## src/rtl/apb_if.sv

```systemverilog
// APB bus bundle for the 8-bit stream bridge.
// The requester drives the control, address and write data; the completer returns read data and ready.
interface apb_if;
  logic       PSEL;
  logic       PENABLE;
  logic       PWRITE;
  logic [7:0] PADDR;
  logic [7:0] PWDATA;
  logic [7:0] PRDATA;
  logic       PREADY;

  modport master (
    output PSEL, PENABLE, PWRITE, PADDR, PWDATA,
    input  PRDATA, PREADY
  );

  modport slave (
    input  PSEL, PENABLE, PWRITE, PADDR, PWDATA,
    output PRDATA, PREADY
  );
endinterface

```

## src/rtl/apb_to_streams.sv

```systemverilog
// APB completer that bridges DATA register accesses onto a TX and an RX byte stream.
// Each stream has its own FIFO, and the completer can insert wait states when the BLOCK bit is set.
module apb_to_streams #(
  parameter logic [7:0] BASE_ADDR = 8'h00,
  parameter int         DEPTH     = 4
) (
  input  logic       CLK,
  input  logic       RESETn,
  apb_if.slave       apb,
  output logic [7:0] out_data,
  output logic       out_valid,
  input  logic       out_ready,
  input  logic [7:0] in_data,
  input  logic       in_valid,
  output logic       in_ready
);

  localparam int AW = (DEPTH > 1) ? $clog2(DEPTH) : 1;
  localparam int CW = AW + 1;
  localparam logic [CW-1:0] FULL = CW'(DEPTH);

  logic [7:0] off;
  logic       access, sel_data, sel_status, sel_ctrl;
  logic       stall, done;
  logic       wr_data, rd_data, wr_status, wr_ctrl;

  logic [7:0]    tx_mem [DEPTH];
  logic [AW-1:0] tx_wp, tx_rp;
  logic [CW-1:0] tx_cnt;
  logic          tx_full, tx_empty, tx_push, tx_pop, tx_flush;

  logic [7:0]    rx_mem [DEPTH];
  logic [AW-1:0] rx_wp, rx_rp;
  logic [CW-1:0] rx_cnt;
  logic          rx_full, rx_empty, rx_push, rx_pop, rx_flush;

  logic       ovf, udf, block;
  logic [2:0] rx_lvl;
  logic [7:0] status;

  assign off        = apb.PADDR - BASE_ADDR;
  assign access     = apb.PSEL & apb.PENABLE;
  assign sel_data   = (off == 8'd0);
  assign sel_status = (off == 8'd1);
  assign sel_ctrl   = (off == 8'd2);

  // Wait states only come from DATA accesses; the condition follows the registered FIFO state.
  assign stall      = access & sel_data & block & (apb.PWRITE ? tx_full : rx_empty);
  assign apb.PREADY = ~stall;
  assign done       = access & ~stall;

  assign wr_data   = done & sel_data & apb.PWRITE;
  assign rd_data   = done & sel_data & ~apb.PWRITE;
  assign wr_status = done & sel_status & apb.PWRITE;
  assign wr_ctrl   = done & sel_ctrl & apb.PWRITE;

  assign tx_full  = (tx_cnt == FULL);
  assign tx_empty = (tx_cnt == '0);
  assign tx_push  = wr_data & ~tx_full;
  assign tx_pop   = ~tx_empty & out_ready;
  assign tx_flush = wr_ctrl & apb.PWDATA[0];

  assign rx_full  = (rx_cnt == FULL);
  assign rx_empty = (rx_cnt == '0);
  assign rx_push  = in_valid & ~rx_full;
  assign rx_pop   = rd_data & ~rx_empty;
  assign rx_flush = wr_ctrl & apb.PWDATA[1];

  assign out_valid = ~tx_empty;
  assign out_data  = tx_empty ? 8'h00 : tx_mem[tx_rp];
  assign in_ready  = ~rx_full;

  always_ff @(posedge CLK) begin
    if (!RESETn || tx_flush) begin
      tx_wp  <= '0;
      tx_rp  <= '0;
      tx_cnt <= '0;
    end else begin
      if (tx_push) tx_wp <= tx_wp + AW'(1);
      if (tx_pop)  tx_rp <= tx_rp + AW'(1);
      tx_cnt <= tx_cnt + CW'(tx_push) - CW'(tx_pop);
    end
  end

  always_ff @(posedge CLK) begin
    if (tx_push) tx_mem[tx_wp] <= apb.PWDATA;
  end

  // A flush on the same edge as a stream push wins, so that byte is discarded.
  always_ff @(posedge CLK) begin
    if (!RESETn || rx_flush) begin
      rx_wp  <= '0;
      rx_rp  <= '0;
      rx_cnt <= '0;
    end else begin
      if (rx_push) rx_wp <= rx_wp + AW'(1);
      if (rx_pop)  rx_rp <= rx_rp + AW'(1);
      rx_cnt <= rx_cnt + CW'(rx_push) - CW'(rx_pop);
    end
  end

  always_ff @(posedge CLK) begin
    if (rx_push) rx_mem[rx_wp] <= in_data;
  end

  always_ff @(posedge CLK) begin
    if (!RESETn) begin
      ovf   <= 1'b0;
      udf   <= 1'b0;
      block <= 1'b1;
    end else begin
      if (wr_data && tx_full)                ovf <= 1'b1;
      else if (wr_status && apb.PWDATA[6])   ovf <= 1'b0;
      if (rd_data && rx_empty)               udf <= 1'b1;
      else if (wr_status && apb.PWDATA[7])   udf <= 1'b0;
      if (wr_ctrl)                           block <= apb.PWDATA[2];
    end
  end

  always_comb begin
    rx_lvl = 3'(rx_cnt);
    if (32'(rx_cnt) > 32'd7) rx_lvl = 3'd7;
  end

  assign status = {udf, ovf, 1'b0, rx_lvl, ~rx_empty, ~tx_full};

  always_comb begin
    apb.PRDATA = 8'h00;
    if (done && !apb.PWRITE) begin
      case (off)
        8'd0:    apb.PRDATA = rx_empty ? 8'h00 : rx_mem[rx_rp];
        8'd1:    apb.PRDATA = status;
        8'd2:    apb.PRDATA = {5'b0, block, 2'b0};
        default: apb.PRDATA = 8'h00;
      endcase
    end
  end

endmodule

```

## src/flat_wrapper.sv

```systemverilog
// flat-port wrapper written by rule: the top's interface ports become plain ports
module apb_to_streams_flat 
#(
  parameter logic [7:0] BASE_ADDR = 8'h00,
  parameter int         DEPTH     = 4
)
  (CLK, RESETn, out_data, out_valid, out_ready, in_data, in_valid, in_ready, apb_PSEL, apb_PENABLE, apb_PWRITE, apb_PADDR, apb_PWDATA, apb_PRDATA, apb_PREADY);
  apb_if apb_i ();
  input  logic CLK;
  input  logic RESETn;
  output logic [7:0] out_data;
  output logic out_valid;
  input  logic out_ready;
  input  logic [7:0] in_data;
  input  logic in_valid;
  output logic in_ready;
  input wire logic [$bits(apb_i.PSEL)-1:0] apb_PSEL;
  input wire logic [$bits(apb_i.PENABLE)-1:0] apb_PENABLE;
  input wire logic [$bits(apb_i.PWRITE)-1:0] apb_PWRITE;
  input wire logic [$bits(apb_i.PADDR)-1:0] apb_PADDR;
  input wire logic [$bits(apb_i.PWDATA)-1:0] apb_PWDATA;
  output wire logic [$bits(apb_i.PRDATA)-1:0] apb_PRDATA;
  output wire logic [$bits(apb_i.PREADY)-1:0] apb_PREADY;
  assign apb_i.PSEL = apb_PSEL;
  assign apb_i.PENABLE = apb_PENABLE;
  assign apb_i.PWRITE = apb_PWRITE;
  assign apb_i.PADDR = apb_PADDR;
  assign apb_i.PWDATA = apb_PWDATA;
  assign apb_PRDATA = apb_i.PRDATA;
  assign apb_PREADY = apb_i.PREADY;
  apb_to_streams #(.BASE_ADDR(BASE_ADDR), .DEPTH(DEPTH)) u_core (.CLK(CLK), .RESETn(RESETn), .apb(apb_i), .out_data(out_data), .out_valid(out_valid), .out_ready(out_ready), .in_data(in_data), .in_valid(in_valid), .in_ready(in_ready));
endmodule
```

## config.mk

```make
export PLATFORM = sky130hd
export DESIGN_NAME = apb_to_streams_flat
export DESIGN_NICKNAME = d
export VERILOG_FILES = /design/src/rtl/apb_if.sv /design/src/rtl/apb_to_streams.sv /design/src/flat_wrapper.sv
export SDC_FILE = /design/constraint.sdc
export NUM_CORES = 1
export LEC_CHECK = 0
export BUFFER_PORTS_ARGS = -buffer_cell sky130_fd_sc_hd__buf_4
export CAP_MARGIN = 20
export CORE_MARGIN = 1.5
export CORE_UTILIZATION = 55
export CTS_BUF_LIST = sky130_fd_sc_hd__clkbuf_8
export CTS_CLUSTER_DIAMETER = 100
export DETAILED_ROUTE_END_ITERATION = 10
export GPL_ROUTABILITY_DRIVEN = 0
export PLACE_DENSITY = 0.77
export SETUP_SLACK_MARGIN = 0.2
export SKIP_LAST_GASP = 1
export SLEW_MARGIN = 10
export SYNTH_ARGS = -nofsm -noshare
export SYNTH_HDL_FRONTEND = slang
export SYNTH_SLANG_ARGS = --single-unit
export TNS_END_PERCENT = 20
```

## constraint.sdc

```tcl
create_clock -name CLK -period 3.2 [get_ports CLK]
set_input_delay 0.64 -clock CLK [delete_from_list [all_inputs] [get_ports CLK]]
set_output_delay 0.64 -clock CLK [all_outputs]
set_load 0.02 [all_outputs]
```

# Yosys cells after proc, flatten, opt, wreduce, memory -nomap -nowiden
# Memory sizes are Yosys's and may differ from the RTL's. A register that Yosys moved wholly into a read port is not among the register bits.
# Cells that the tools add are included.
# W data, S select, Z words.
# word_totals
register_bits,17
ram_bits,64
inputBits,31
output_inout_bits,19
elab_cells,78
memories,2
# classes
add_sub_neg,8
n_eq_ne,4
mux,17
bitwise_logic,24
n_reduce_logical,14
# mem_list
name,words,word_bits,rd,rd_ports_with_merged_regs,write_ports,line,source
u_core.rx_mem,4,8,1,1,1,apb_to_streams.sv:32,logic [7:0] rx_mem [DEPTH];
u_core.tx_mem,4,8,1,1,1,apb_to_streams.sv:27,logic [7:0] tx_mem [DEPTH];
# op_table
operator,n
$mux W8,3
$pmux W8 S3,1
$and A1 B1 Y1,18
$mux W1,9
$add A2 B1 Y2 const B,4
$eq A8 B1 Y1 const B,1
$eq A8 B2 Y1 const B,1
$logic_not A8 Y1,1
$mux W2,4
$add A3 B1 Y3,2
$eq A3 B3 Y1 const B,2
$logic_not A3 Y1,2
$not A1 Y1,6
$sub A3 B1 Y3,2
$logic_and A1 B1 Y1,5
$reduce_bool A2 Y1,2
$logic_not A1 Y1,2
$logic_or A1 B1 Y1,2

# Depth between registers and ports, before layout
# logic_depth
ltp_word,11
depth_mapped,10
ltp_nobuf,10

# Worst setup path after synthesis
# Ideal clock, no wire load.
# synth_timing
path_type,input to register
startpoint,input apb_PADDR[5]
endpoint,register u_core.rx_cnt[2]
setup_time_ns,0.133
t_arrival_ns,2.557
required_ns,3.067
slack_ns,0.511
cell_stages,10
n_path_buf,0
cell_sequence,nor4_4 -> nand3b_4 -> nor2_1 -> ha_1 -> inv_1 -> ha_1 -> fa_1 -> xnor2_1 -> xnor2_1 -> nor2_1
# synth_between
elab_chain_cells,10
elab_cells_between_ends,15
classes_between,add/sub: 1; eq/ne: 1; bitwise: 11; reduce/logical: 2
# synth_lines
element,line,source
from (decl),flat_wrapper.sv:20,input wire logic [$bits(apb_i.PADDR)-1:0] apb_PADDR;
$logic_not A8 Y1 (*),apb_to_streams.sv:43,assign sel_data = (off == 8'd0);
$and A1 B1 Y1 (3 in series),apb_to_streams.sv:48,assign stall = access & sel_data & block & (apb.PWRITE ? tx_full : rx_empty);
$not A1 Y1,apb_to_streams.sv:50,assign done = access & ~stall;
$and A1 B1 Y1,apb_to_streams.sv:50,
$and A1 B1 Y1 (*) (2 in series),apb_to_streams.sv:53,assign rd_data = done & sel_data & ~apb.PWRITE;
$and A1 B1 Y1 (*),apb_to_streams.sv:66,assign rx_pop = rd_data & ~rx_empty;
named net u_core.rx_pop,apb_to_streams.sv:35,"logic rx_full, rx_empty, rx_push, rx_pop, rx_flush;"
$sub A3 B1 Y3 (*),apb_to_streams.sv:98,rx_cnt <= rx_cnt + CW'(rx_push) - CW'(rx_pop);
to (signal assigned),apb_to_streams.sv:98,
to (decl),apb_to_streams.sv:34,logic [CW-1:0] rx_cnt;
# The timed path passes the listed nets; every way through them passes the cells marked *.
# A chain may end at the register's enable or synchronous reset.

# Worst setup path after layout
# layout_timing
startpoint,input apb_PADDR[5]
endpoint,output apb_PRDATA[3]
# layout_between
elab_chain_cells,8
elab_cells_between_ends,11
classes_between,eq/ne: 2; mux: 2; bitwise: 5; reduce/logical: 2
# layout_lines
element,line,source
$logic_not A8 Y1,"apb_to_streams.sv:43, apb_to_streams.sv:130",
$and A1 B1 Y1 (3 in series),apb_to_streams.sv:48,
$not A1 Y1,apb_to_streams.sv:50,
$and A1 B1 Y1,apb_to_streams.sv:50,
$logic_and A1 B1 Y1,apb_to_streams.sv:129,if (done && !apb.PWRITE) begin
$mux W8 (*),apb_to_streams.sv:129,
to (decl),flat_wrapper.sv:22,output wire logic [$bits(apb_i.PRDATA)-1:0] apb_PRDATA;
# Every way passes the cells marked *; elsewhere a longest branch is shown, timed or not.

==> report_table.html <==
<table>
<tr><th>Metric</th><th>Value</th></tr>
<tr><th colspan="2">Global routing</th></tr>
<tr><td>Grt total ovfl</td><td>0</td></tr>
<tr><td>Via count of the first global-routing pass</td><td>~2100</td></tr>
<tr><td>All-Layer GR Usage</td><td>approximately 19%</td></tr>
<tr><td>Largest net degree at the start of global routing</td><td>16</td></tr>
<tr><td>Antenna violations before repair</td><td>0</td></tr>
<tr><td>Global-route wire length before repair</td><td>10.1 mm</td></tr>
<tr><th colspan="2">Power and ir drop</th></tr>
<tr><td>Clock network fraction of design power</td><td>26.6%</td></tr>
<tr><td>Cell internal pwr</td><td>around 2 mW</td></tr>
<tr><td>Maximum vdd drop</td><td>504 µV</td></tr>
<tr><td>Switching power total</td><td>0.826 mW</td></tr>
<tr><td>Static leakage</td><td>between 1.5 and 2 nW</td></tr>
<tr><td>Share of total power in combinational logic</td><td>24.7%</td></tr>
<tr><td>Fraction of power consumed by sequential logic</td><td>between 40% and 50%</td></tr>
<tr><td>Switching share of power</td><td>between 20% and 30%</td></tr>
<tr><td>Power per cell area</td><td>658 nW/µm²</td></tr>
<tr><th colspan="2">Routing</th></tr>
<tr><td>First-pass detailed-route iteration total</td><td>4</td></tr>
<tr><td>Total detailed-routing wirelength</td><td>6.19 mm</td></tr>
<tr><td>Number of design-rule violations left by the first detailed-router iteration</td><td>98</td></tr>
<tr><td>Post-route antenna net violation count</td><td>0</td></tr>
<tr><td>DRC errors left</td><td>0</td></tr>
<tr><td>Via total after detailed routing</td><td>2069</td></tr>
<tr><td>Post-detailed-route via-to-cell ratio</td><td>between 5 and 6</td></tr>
<tr><td>Avg WL per Cell</td><td>16.6 µm</td></tr>
<tr><th colspan="2">Critical path</th></tr>
<tr><td>Critical path class</td><td>in -&gt; out</td></tr>
<tr><td>Slowest-stage cell, CP</td><td>sky130_fd_sc_hd__nor4_4</td></tr>
<tr><td>Dominant cell type by count on the critical path</td><td>sky130_fd_sc_hd__buf_4</td></tr>
<tr><td>Crit path launch type</td><td>input pin</td></tr>
<tr><td>Crit path required time</td><td>2560 ps</td></tr>
<tr><td>Category of the worst setup path capture point</td><td>primary output</td></tr>
<tr><td>CP Data Arrival Time</td><td>2020 ps</td></tr>
<tr><td>Cells along the critical path</td><td>buf_4 -&gt; nor4_4 -&gt; nand3b_4 -&gt; nor2_1 -&gt; buf_4 -&gt; a22o_1 -&gt; buf_4</td></tr>
<tr><td>Length in cells of the worst reg-to-reg path</td><td>10</td></tr>
<tr><td>Largest stage delay on the critical path</td><td>410 ps</td></tr>
<tr><td>Peak fanout along the critical path</td><td>9</td></tr>
<tr><th colspan="2">Clocking</th></tr>
<tr><td>Number of CTS-inserted buffers</td><td>9</td></tr>
<tr><td>Number of buffers inserted by post-CTS setup repair</td><td>0</td></tr>
<tr><td>Deepest clock path buffer count</td><td>2</td></tr>
<tr><td>Clock latency reported for the late side of the worst-skew pair</td><td>360 ps</td></tr>
<tr><td>Quantity of hold-fixing buffers added after cts</td><td>0</td></tr>
<tr><td>Clock slew seen by the registers of the worst setup and hold paths</td><td>90 ps</td></tr>
<tr><td>CTS tree</td><td>yes</td></tr>
<tr><td># resized after CTS</td><td>0</td></tr>
<tr><td>Number of H-tree levels</td><td>3</td></tr>
<tr><td>CTS root buffer</td><td>sky130_fd_sc_hd__clkbuf_8</td></tr>
<tr><td>Number of sinks handled by clock tree synthesis</td><td>85</td></tr>
<tr><th colspan="2">Logic synthesis</th></tr>
<tr><td>Simple-gate share of the synthesized area</td><td>a little under an eighth</td></tr>
<tr><td>Adder-cell share of the synthesized area</td><td>roughly 5.2%</td></tr>
<tr><td>Most numerous cell types in the synthesized netlist</td><td>64 x sky130_fd_sc_hd__edfxtp_1, 21 x sky130_fd_sc_hd__dfxtp_1, 18 x sky130_fd_sc_hd__and2_1, 18 x sky130_fd_sc_hd__nor2_1</td></tr>
<tr><td>Compound-gate portion of the synthesized area</td><td>3.83%</td></tr>
<tr><td>Largest family of logic cells by synthesized area</td><td>simple AND/OR/NAND/NOR gates</td></tr>
<tr><td>Seq cells post-synth</td><td>85</td></tr>
<tr><td>Share of synthesized area spent on multiplexers</td><td>10.8%</td></tr>
<tr><td>Most frequently used cell type in the post-synthesis netlist</td><td>sky130_fd_sc_hd__edfxtp_1</td></tr>
<tr><td>Yosys warning count</td><td>0</td></tr>
<tr><td>Primary FF master, synth</td><td>sky130_fd_sc_hd__edfxtp_1</td></tr>
<tr><td>Share of synthesized area occupied by flip-flops and latches</td><td>64.6%</td></tr>
<tr><td>Share of the synthesized area in the top cell type</td><td>53.0%</td></tr>
<tr><td>Number of synthesized flops with an enable pin</td><td>64</td></tr>
<tr><td>Summed instance area of the synthesized netlist</td><td>3630 µm²</td></tr>
<tr><td>Xor and xnor area share after synthesis</td><td>1.93%</td></tr>
<tr><td>Top cell type by total area after synthesis</td><td>sky130_fd_sc_hd__edfxtp_1</td></tr>
<tr><td>Mapped Nets</td><td>278</td></tr>
<tr><td>Synth Instances</td><td>233</td></tr>
<tr><td>Mean Syn Cell Area</td><td>15.6 µm²</td></tr>
<tr><td>Share of flip-flops with an asynchronous set or reset</td><td>0%</td></tr>
<tr><td>Leading cell types by total area after synthesis</td><td>sky130_fd_sc_hd__edfxtp_1 53%, sky130_fd_sc_hd__dfxtp_1 12%, sky130_fd_sc_hd__mux4_2 9.9%, sky130_fd_sc_hd__ha_1 4.1%, sky130_fd_sc_hd__and2_1 3.1%</td></tr>
<tr><td>Number of distinct library cell variants in the gate-level netlist after synthesis</td><td>42</td></tr>
<tr><th colspan="2">Final layout</th></tr>
<tr><td>Filler Cell Count</td><td>438</td></tr>
<tr><td>Area growth from synthesis to layout</td><td>18.1%</td></tr>
<tr><td>Antenna diode instance count</td><td>0</td></tr>
<tr><td>Non-filler cells, final</td><td>372</td></tr>
<tr><td>Core occupancy in the finished layout</td><td>67.4%</td></tr>
<tr><td>Number of nets in the finished design</td><td>between 300 and 400</td></tr>
<tr><td>Fraction of final layout cells with drive strength greater than 1</td><td>31.9%</td></tr>
<tr><th colspan="2">Timing</th></tr>
<tr><td>Timing-limited maximum frequency</td><td>0.376 GHz</td></tr>
<tr><td>Final min period</td><td>2660 ps</td></tr>
<tr><td>Max-slew violation count</td><td>0</td></tr>
<tr><td>Final TNS setup</td><td>0 ps</td></tr>
<tr><td>Relative slew slack</td><td>56.1%</td></tr>
<tr><td>Number of setup violations in the final report</td><td>0</td></tr>
<tr><td>RSZ-0062 raised after global routing</td><td>false</td></tr>
<tr><td>Setup skew after layout</td><td>between 9 and 10 ps</td></tr>
<tr><td>Final Hold Viols</td><td>0</td></tr>
<tr><td>Post-route clock period utilization</td><td>83.1%</td></tr>
<tr><td>Worst slew pin tran</td><td>654 ps</td></tr>
<tr><th colspan="2">Place</th></tr>
<tr><td>Count of input and output buffers</td><td>49</td></tr>
<tr><td>DP Cell Count</td><td>356</td></tr>
<tr><td>Final HPWL DP</td><td>between 4 and 5 mm</td></tr>
<tr><th colspan="2">Floorplanning</th></tr>
<tr><td>Die outline height</td><td>84.2 µm</td></tr>
<tr><td>Die Outline Area</td><td>7090 µm²</td></tr>
<tr><td>Top Ports</td><td>50</td></tr>
<tr><td>Starting utilization of the core area</td><td>57.1%</td></tr>
<tr><td>Standard-cell row count</td><td>29</td></tr>
<tr><td>Floorplan core area</td><td>6350 µm²</td></tr>
<tr><td>Chip width</td><td>84.2 µm</td></tr>
<tr><th colspan="2">Job</th></tr>
<tr><td>Max-cap violation count</td><td>0</td></tr>
<tr><th colspan="2">Worst hold path</th></tr>
<tr><td>Class of the tightest hold or removal check</td><td>in -&gt; reg</td></tr>
<tr><td>Number of cells on the worst hold path</td><td>1</td></tr>
<tr><th colspan="2">Run status</th></tr>
<tr><td>Run status</td><td>completed</td></tr>
</table>
-- final timing paths --
path | start | end | slack [ps]
worst max-delay path | apb_PADDR[5] | apb_PRDATA[3] | 540
worst min-delay path | in_data[5] | u_core.rx_mem[2][5] | 470
worst max register to register | u_core.tx_cnt[1] | u_core.tx_cnt[2] | 700
worst min register to register | u_core.rx_rp[1] | u_core.rx_rp[1] | 510
-- flip-flops by register name (all words and copies together), names as in the netlist, named ones only --
signal,cells
u_core.rx_rp,2
u_core.rx_mem,32
u_core.tx_wp,2
u_core.udf,1
u_core.tx_cnt,3
u_core.ovf,1
u_core.rx_cnt,3
u_core.tx_rp,2
u_core.tx_mem,32
u_core.rx_wp,2
u_core.block,1
-- routing by layer --
metal / vias up / wire (µm) / GRT usage (%)
li1: 983 / - / -
met1: 1014 / 2430 / 22.6
met2: 60 / 3340 / 33.7
met3: 12 / 304 / 5.31
met4: 0 / 112 / 8.05
met5: - / 0 / 0
-- kinds of logic (layout without fill, tap and decap cells) --
kind of cell / after synthesis / after routing
flip-flops: 85 / 85
AND/OR/NAND/NOR: 69 / 69
buffers and inverters: 21 / 83
multiplexers: 19 / 19
AO/OA/AOI/OAI: 17 / 17
adder cells (fa/ha/maj): 14 / 14
XOR/XNOR: 8 / 8
-- cell usage in the layout, fill, tap and decap left out, types with 2 or more instances in the layout --
| cell type | n |
|---|---|
| sky130_fd_sc_hd__clkbuf_8 | 9 |
| sky130_fd_sc_hd__o21ba_2 | 2 |
| sky130_fd_sc_hd__ha_1 | 12 |
| sky130_fd_sc_hd__inv_6 | 2 |
| sky130_fd_sc_hd__nor3_1 | 3 |
| sky130_fd_sc_hd__clkinv_2 | 2 |
| sky130_fd_sc_hd__mux4_2 | 16 |
| sky130_fd_sc_hd__dfxtp_1 | 21 |
| sky130_fd_sc_hd__nor2_1 | 18 |
| sky130_fd_sc_hd__xor2_1 | 2 |
| sky130_fd_sc_hd__edfxtp_1 | 64 |
| sky130_fd_sc_hd__mux2i_1 | 3 |
| sky130_fd_sc_hd__a22o_1 | 5 |
| sky130_fd_sc_hd__nand3_1 | 6 |
| sky130_fd_sc_hd__inv_1 | 16 |
| sky130_fd_sc_hd__nor2b_1 | 2 |
| sky130_fd_sc_hd__and2_1 | 18 |
| sky130_fd_sc_hd__fa_1 | 2 |
| sky130_fd_sc_hd__and3_1 | 2 |
| sky130_fd_sc_hd__nand4_1 | 2 |
| sky130_fd_sc_hd__xnor2_1 | 6 |
| sky130_fd_sc_hd__o21ai_1 | 2 |
| sky130_fd_sc_hd__nand2_1 | 5 |
| sky130_fd_sc_hd__or3_1 | 2 |
| sky130_fd_sc_hd__buf_4 | 51 |
-- per-stage QoR --
stage                     power (mW)  cell area, µm²  hold WS (ps)  worst slack, ps
after floorplan                 1.86            3630           460              511
after global placement          2.09            4090           480              471
after detailed placement        2.11            4090           493              384
after CTS                       2.84            4280           465              524
after global routing            2.97            4280           452              408
final                           2.82            4280           472              542
-- critical path, delay by kind of cell --
family                 cells  cell delay (ps)
and+or+nand+nor            3              780
AOI/OAI and AO/OA          1              150
buffers and inverters      3              440
-- layout make-up --
cell class / count / area, µm² / area share (%)
Sequential cell: 85 / 2340 / 54.7
Multi-Input combinational cell: 127 / 1200 / 28.1
Timing Repair Buffer: 51 / 383 / 8.94
Clock inverter: 7 / 73.8 / 1.72
Clock buffer: 9 / 124 / 2.89
Tap cell: 77 / 96.3 / 2.25
Inverter: 16 / 60.1 / 1.40
-- power by group through the flow --
stage | Clock, mW | Sequential, mW | Combinational [mW]
4_1_cts | 0.760 | 1.38 | 0.708
5_1_grt | 0.813 | 1.39 | 0.773
3_3_place_gp | 0 | 1.39 | 0.691
6_report | 0.748 | 1.37 | 0.697
3_5_place_dp | 0 | 1.40 | 0.707
2_1_floorplan | 0 | 1.34 | 0.515
Power figures use the tool's default switching activity.
